## config.mk

```make
export PLATFORM = sky130hd
export DESIGN_NAME = vending_machine_change
export DESIGN_NICKNAME = d
export VERILOG_FILES = /design/src/rtl/vending_machine_change.sv
export SDC_FILE = /design/constraint.sdc
export NUM_CORES = 1
export LEC_CHECK = 0
export CAP_MARGIN = 20
export CORE_MARGIN = 2
export CORE_UTILIZATION = 55
export DETAILED_ROUTE_END_ITERATION = 8
export GPL_TIMING_DRIVEN = 0
export PLACE_DENSITY = 0.75
export SYNTH_ARGS = -nofsm -noshare
export SYNTH_HDL_FRONTEND = slang
export SYNTH_SLANG_ARGS = --single-unit
```

## constraint.sdc

```tcl
create_clock -name clk -period 3.5 [get_ports clk]
set_input_delay 1.05 -clock clk [delete_from_list [all_inputs] [get_ports clk]]
set_output_delay 1.05 -clock clk [all_outputs]
set_load 0.005 [all_outputs]
```

## src/rtl/vending_machine_change.sv

```systemverilog
// Coin-operated vend controller: debounced nickel/dime/quarter/cancel inputs,
// credit tracked in nickel units, change returned as spaced nickel pulses.
module vending_machine_change #(
  parameter int PRICE      = 3,
  parameter int CW         = 6,
  parameter int DB_CYCLES  = 4,
  parameter int CHANGE_GAP = 2
) (
  input  logic          clk,
  input  logic          rst,
  input  logic          nb,
  input  logic          db,
  input  logic          qb,
  input  logic          cb,
  output logic          s,
  output logic          r,
  output logic          coin_reject,
  output logic [CW-1:0] credit,
  output logic          busy
);

  localparam int DBW = $clog2(DB_CYCLES + 1);
  localparam int GW  = $clog2(CHANGE_GAP + 1);
  localparam logic [CW:0] PRICE_W = (CW+1)'(PRICE);

  typedef enum logic [1:0] {IDLE, COLLECT, VEND, CHANGE} state_t;

  logic [3:0] raw;
  logic [3:0] pulse;
  assign raw = {cb, qb, db, nb};

  generate
    for (genvar gi = 0; gi < 4; gi++) begin : g_cond
      logic           sync1_reg, sync2_reg;
      logic           vld1_reg, vld2_reg;
      logic           clean_reg, prev_reg, armed_reg;
      logic [DBW-1:0] cnt_reg;

      // armed only after a genuine low is seen, so a button held through reset stays silent
      always_ff @(posedge clk or posedge rst) begin
        if (rst) begin
          sync1_reg <= 1'b0;
          sync2_reg <= 1'b0;
          vld1_reg  <= 1'b0;
          vld2_reg  <= 1'b0;
          clean_reg <= 1'b0;
          prev_reg  <= 1'b0;
          armed_reg <= 1'b0;
          cnt_reg   <= '0;
        end else begin
          sync1_reg <= raw[gi];
          sync2_reg <= sync1_reg;
          vld1_reg  <= 1'b1;
          vld2_reg  <= vld1_reg;
          prev_reg  <= clean_reg;
          if (vld2_reg && !sync2_reg) armed_reg <= 1'b1;
          if (sync2_reg != clean_reg) begin
            if (cnt_reg == DBW'(DB_CYCLES - 1)) begin
              clean_reg <= sync2_reg;
              cnt_reg   <= '0;
            end else begin
              cnt_reg <= cnt_reg + 1'b1;
            end
          end else begin
            cnt_reg <= '0;
          end
        end
      end

      assign pulse[gi] = clean_reg & ~prev_reg & armed_reg;
    end
  endgenerate

  logic np, dp, qp, cp;
  assign {cp, qp, dp, np} = pulse;

  logic [3:0]  vin;
  logic [CW:0] sum;
  assign vin = {3'b000, np} + {2'b00, dp, 1'b0} + {1'b0, qp, 1'b0, qp};

  state_t        state_reg, state_next;
  logic [CW-1:0] credit_reg, credit_next;
  logic [GW-1:0] gap_reg, gap_next;
  logic          s_reg, s_next;
  logic          r_reg, r_next;
  logic          rej_reg, rej_next;
  logic          busy_reg, busy_next;

  assign sum = {1'b0, credit_reg} + (CW+1)'(vin);

  always_ff @(posedge clk or posedge rst) begin
    if (rst) begin
      state_reg  <= IDLE;
      credit_reg <= '0;
      gap_reg    <= '0;
      s_reg      <= 1'b0;
      r_reg      <= 1'b0;
      rej_reg    <= 1'b0;
      busy_reg   <= 1'b0;
    end else begin
      state_reg  <= state_next;
      credit_reg <= credit_next;
      gap_reg    <= gap_next;
      s_reg      <= s_next;
      r_reg      <= r_next;
      rej_reg    <= rej_next;
      busy_reg   <= busy_next;
    end
  end

  always_comb begin
    state_next  = state_reg;
    credit_next = credit_reg;
    gap_next    = gap_reg;
    case (state_reg)
      IDLE: begin
        if (vin != 4'd0) begin
          credit_next = CW'(vin);
          state_next  = ((CW+1)'(vin) >= PRICE_W) ? VEND : COLLECT;
        end
      end
      COLLECT: begin
        if (cp) begin
          state_next = CHANGE;
        end else if (vin != 4'd0 && !sum[CW]) begin
          credit_next = sum[CW-1:0];
          if (sum >= PRICE_W) state_next = VEND;
        end
      end
      VEND: begin
        credit_next = credit_reg - CW'(PRICE);
        state_next  = (credit_reg > CW'(PRICE)) ? CHANGE : IDLE;
      end
      CHANGE: begin
        if (r_reg) begin
          credit_next = credit_reg - 1'b1;
          gap_next    = GW'(1);
          if (credit_reg <= CW'(1)) state_next = IDLE;
        end else begin
          gap_next = gap_reg + 1'b1;
        end
      end
      default: state_next = IDLE;
    endcase
  end

  always_comb begin
    s_next    = (state_next == VEND);
    busy_next = (state_next == VEND) || (state_next == CHANGE);
    // first pulse on entry, then one every CHANGE_GAP cycles
    r_next    = (state_next == CHANGE) &&
                ((state_reg != CHANGE) || (!r_reg && gap_reg == GW'(CHANGE_GAP - 1)));
    rej_next  = 1'b0;
    case (state_reg)
      COLLECT:     rej_next = (vin != 4'd0) && (cp || sum[CW]);
      VEND, CHANGE: rej_next = (vin != 4'd0);
      default:     rej_next = 1'b0;
    endcase
  end

  assign s           = s_reg;
  assign r           = r_reg;
  assign coin_reject = rej_reg;
  assign credit      = credit_reg;
  assign busy        = busy_reg;

endmodule
```

# Word-level counts from Yosys, hierarchy flattened
# Cells that the tools add are included.
[word_totals]
reg_bits = 48
word_cells = 127
input_bits = 6
output_inout_bits = 10
[classes]
n_addsub = 10
bitwise = 12
n_eq_ne = 19
magnitude_cmp = 4
mux = 24
reduce_logical = 25
[op_table]
columns = ["op", "n"]
rows = [
  ["2-to-1 mux 3 bit", 8],
  ["2-to-1 mux 6 bit", 4],
  ["one-hot mux 6 bit (4 select lines)", 1],
  ["2-to-1 mux 2 bit", 9],
  ["adder 3 x 1 -> 3 bit (second input constant)", 4],
  ["equality test 3 x 2 -> 1 bit (second input constant)", 4],
  ["!= test 2 bit (second input constant)", 5],
  ["AND 1 bit", 8],
  ["equality test 2 bit (second input constant)", 4],
  ["logical AND 1 bit", 8],
  ["one-hot mux 2 bit (4 select lines)", 1],
  ["AND reduction 2 bit", 4],
  ["adder 6 x 4 -> 7 bit", 1],
  [">= comparator 7 x 2 -> 1 bit (second input constant)", 1],
  ["> comparator 6 x 2 -> 1 bit (second input constant)", 1],
  ["less-or-equal comparator 6 x 1 -> 1 bit (second input constant)", 1],
  ["zero test 1 bit", 6],
  ["subtractor 6 x 1 -> 6 bit (second input constant)", 1],
  ["subtractor 6 x 2 -> 6 bit (second input constant)", 1],
  ["adder 3 x 3 -> 4 bit", 1],
  ["equality test 2 x 1 -> 1 bit (second input constant)", 2],
  [">= comparator 4 x 2 -> 1 bit (second input constant)", 1],
  ["!= test 1 bit", 4],
  ["inverter 1 bit", 4],
  ["other kinds (8)", 10],
]

# Logic depth before layout (Yosys ltp)
[logic_depth]
word_depth = 13
ltp_mapped = 12
mapped_depth_nobuf = 10

# Worst setup path before layout
# OpenSTA, ideal clock, no wires.
[synth_timing]
kind = "flip-flop to flip-flop"
start = "register g_cond[2].clean_reg"
end = "register credit_reg[2], in the netlist credit[2]"
arrival_ns = 2.900
n_path_buf = 2
path_stages_with_launch = 13
period_less_slack_ns = 3.024
required_time_ns = 3.376
setup_slack_ns = 0.476
setup_time_ns = 0.124
cell_sequence = "dfrtp_1 > and3b_1 > clkbuf_1 > ha_1 > ha_1 > xor2_1 > ha_1 > clkbuf_1 > a211oi_1 > or3_1 > and3_4 > a41o_1 > a211o_1"
[synth_between]
elab_chain_cells = 8
word_cells_on_any_way = 14
classes_between = "add/sub (2); eq/ne (2); mux (4); bitwise (2); reduce/logical (4)"
[synth_rtl]
columns = ["item", "line_no", "rtl"]
rows = [
  ["from (decl)", "36", "logic clean_reg, prev_reg, armed_reg;"],
  ["from (signal assigned)", "59", "clean_reg <= sync2_reg;"],
  ["AND 1 bit (*) (2 in series)", "70", "assign pulse[gi] = clean_reg & ~prev_reg & armed_reg;"],
  ["adder 3 x 3 -> 4 bit (*)", "79", "assign vin = {3'b000, np} + {2'b00, dp, 1'b0} + {1'b0, qp, 1'b0, qp};"],
  ["adder 6 x 4 -> 7 bit", "89", "assign sum = {1'b0, credit_reg} + (CW+1)'(vin);"],
  ["zero test 1 bit", "125", "end else if (vin != 4'd0 && !sum[CW]) begin"],
  ["logical AND 1 bit", "125", ""],
  ["!= test 2 bit (no source line)", "n/a", ""],
  ["AND reduction 4 bit (no source line)", "n/a", ""],
  ["to (signal assigned)", "102", "credit_reg <= credit_next;"],
  ["to (decl)", "82", "logic [CW-1:0] credit_reg, credit_next;"],
]
# Mark *: on every way between the ends. The rest lies on a longest branch, timed or not. The select of a mux whose other input is x is not followed.
# A chain may end at the register's enable or synchronous reset.

# Worst setup path in the final report
# Ends and elaborated chain as after synthesis.

==> flow_summary.toml <==
[power_and_ir_drop]
p_int_uw = 1660
p_leak_uw = 0.00128
p_sw_share_pct = 38.8
comb_power_share_pct = 52.4
power.net_switching_uw = 1050
proportion_of_power_drawn_by_the_clock_network_pct = 16.7
power.density_nw_per_um2 = 976
power.sequential.fraction_pct = 30.9
ir_drop_v = 0.000418

[sta]
post-route-min-period_ns = 3.32
maxClockFrequency_ghz = 0.302
hold_violations = 0
setup_repair_after_global_routing_missed_its_margin = "false"
timing.max_slew.rel_slack_pct = 59.2
layout_worst_path_cycle_share_pct = 94.7
finalHoldWorstSlack_ns = 0.353
tightest_slew_ns = 0.607
maxSlewViolCount = 0
skew_ns = 0.00390
timing.setup.tns_ns = 0
finalSetupViolations = 0

[final_layout]
final_common_cell = "dfrtp_1"
fin_nets = 265
mostFrequentLayoutCells = "dfrtp_1 (47), clkdlybuf4s50_1 (15), ha_1 (14)"
antennaDiodeCount = 0
synthToLayoutAreaGrowth_pct = 15.3
largest_register_ffs = 12
proportion_of_layout_cells_with_a_drive_suffix_above_1_pct = 7.76

[routing]
drtIter0Drc = 114
route.detailed.wl_per_inst_um = 14.8
detailed_route_drc_error_count = 0
dr.pass1.iters = 4
detail-route-antenna-nets = 0
via_per_inst = 5.78
totalWireLength_mm = 4.39
dr_total_vias = 1717

[job]
maxCapViolCount = 0

[worst_setup_path]
worst-endpoint-required_ns = 3.68
cp-startpoint = "g_cond[2].clean_reg"
crit_path_start_kind = "flop"
crit_arrival_ns = 3.50
regToRegSetupSlack_ns = 0.18
timing.critical_path.to_type = "flop"
worst-r2r-cell-count = 10
crit-reg2reg-launch = "g_cond[2].clean_reg"
critical_path_class = "flop to flop"
largest_fanout_of_any_net_on_the_critical_path = 7

[placement]
port-buffer-count = 15
detailedPlacementHpwl_mm = 3.28
gp_weighted_congestion = 0.863

[global_routing]
global_route.usage.total_pct = 19.8
wire_length_of_the_first_global_routing_pass_mm = 7.54
grt_start_max_net_pins = 31
grt-ovfl-total = 0
grt_antenna_before_repair = 0
grt_pass1_vias = 1670

[yosys]
synth.yosys.warnings = 0
syn-cell-area_sq_um = 2410
synth_flop_cell = "dfrtp_1"
post_synth_edffs = 0
yosys_register_bits = 47
asyncSetResetFlopFracSynth_pct = 100
synthesis.nets = 243
syn-instance-count = 222
number_of_distinct_library_cells_after_synthesis = 55
syn_area_per_cell_sq_um = 10.9
portion_of_the_post_synthesis_area_used_by_sequential_elements_pct = 48.8

[die]
core.rowCount = 24
floorplan.die.height_um = 70.2
fp.dieW_um = 70.2
top_level_ports = 16
core_sq_um = 4290
starting_density_of_the_core_pct = 56.2
dieArea_sq_um = 4930

[clock_tree]
cts_sinks = 47
clkSlewWorstSetupHoldPaths_ns = 0.08
clock_latency_ns = 0.29
tritoncts = "yes"
cts_max_level = 2
number_of_buffers_created_by_cts = 5
clk_root_buffer_cell = "clkbuf_8"
post-cts-setup-buffer-count = 0
number_of_buffers_on_the_longest_clock_path = 2

[worst_hold_path]
hold_path.class = "flop to flop"
holdPathStages = 0
hold_start = "g_cond[3].vld1_reg"

[run_status]
run_status = "completed"
[Yosys cell counts, types with 4 or more instances]
| master | n | area share [%] |
|---|---|---|
| nor4_1 | 4 | 1.0 |
| a21o_1 | 5 | 1.6 |
| a21oi_1 | 12 | 2.5 |
| and3_1 | 4 | 1.0 |
| ha_1 | 14 | 7.3 |
| mux2i_1 | 4 | 1.7 |
| xnor2_1 | 7 | 2.5 |
| xor2_1 | 4 | 1.5 |
| nor2_1 | 11 | 1.7 |
| nor3_1 | 5 | 1.0 |
| dfrtp_1 | 47 | 49 |
| nor2b_1 | 7 | 1.8 |
| inv_1 | 12 | 1.9 |
| clkbuf_1 | 6 | 0.93 |
| nor3b_1 | 5 | 1.6 |
| and3b_1 | 4 | 1.5 |
| mux2_2 | 4 | 1.9 |
| o21ai_0 | 5 | 1.0 |
| nand2_1 | 9 | 1.4 |
[power by group through the flow]
stage	logic [uW]	registers, uW	clock network [uW]
6_report	1420	840	453
5_1_grt	1580	871	491
4_1_cts	1400	842	462
3_5_place_dp	1390	854	0
3_3_place_gp	1370	847	0
2_1_floorplan	1040	823	0
[area by class of cell]
| type | count | area [sq um] |
|---|---|---|
| well taps | 52 | 65.1 |
| clock buffers | 6 | 72.6 |
| plain buffers | 7 | 33.8 |
| repair buffers | 16 | 170 |
| multi-input cells | 155 | 1160 |
| fillers | 355 | 1510 |
| inverters | 12 | 45.0 |
| clock inverters | 2 | 60.1 |
| flip-flops and latches | 47 | 1180 |
[critical path: stages (launching register included)]
cell and delay (ns):
dfrtp_1 0.42, and3b_1 0.20, clkbuf_1 0.18, ha_1 0.25
ha_1 0.40, fa_1 0.53, a211oi_2 0.32, or3_1 0.19
and3_4 0.20, nand2_1 0.16, a211o_1 0.34
[metal layers]
layer  GRT usage [%]  share of wire, %  wire length, um
met1            24.9                45             1990
met2            33.5                51             2220
met3            3.90               2.8              124
met4            7.91               1.3               59
met5               0                 0                0
[through the flow]
stage | power (uW) | util, % | worst slack [ns] | std cells | area, sq um
final | 2720 | 64.8 | 0.184 | 297 | 2780
after floorplan | 1870 | - | 0.476 | 222 | 2410
after global placement | 2210 | 61.2 | 0.144 | 289 | 2630
after CTS | 2700 | 64.7 | 0.0996 | 298 | 2780
after detailed placement | 2240 | 61.7 | 0.158 | 290 | 2650
after global routing | 2940 | 64.8 | 0.0101 | 297 | 2780
[final timing paths]
check / to
worst max-delay path: credit[2]
worst min-delay path: g_cond[3].vld2_reg
worst max register to register: credit[2]
worst min register to register: g_cond[3].vld2_reg
max in group asynchronous: g_cond[0].prev_reg
min in group asynchronous: g_cond[3].clean_reg
[logic make-up after synthesis]
logic type                 share of synthesized area (%)
xor gates and xnor gates                            3.99
adders and majority gates                           8.51
other                                              0.155
muxes                                               3.53
buffers and inverters                               3.42
DFF                                                 48.8
AOI/OAI and AO/OA                                   15.9
and+or+nand+nor                                     15.7
[timing repair]
| action | CTS | global route |
|---|---|---|
| setup endpoints to repair | 0 | 3 |
| gates resized for setup | 0 | 1 |
| hold buffers | 0 | 0 |
Note: power is estimated with default switching activity, not from simulation.
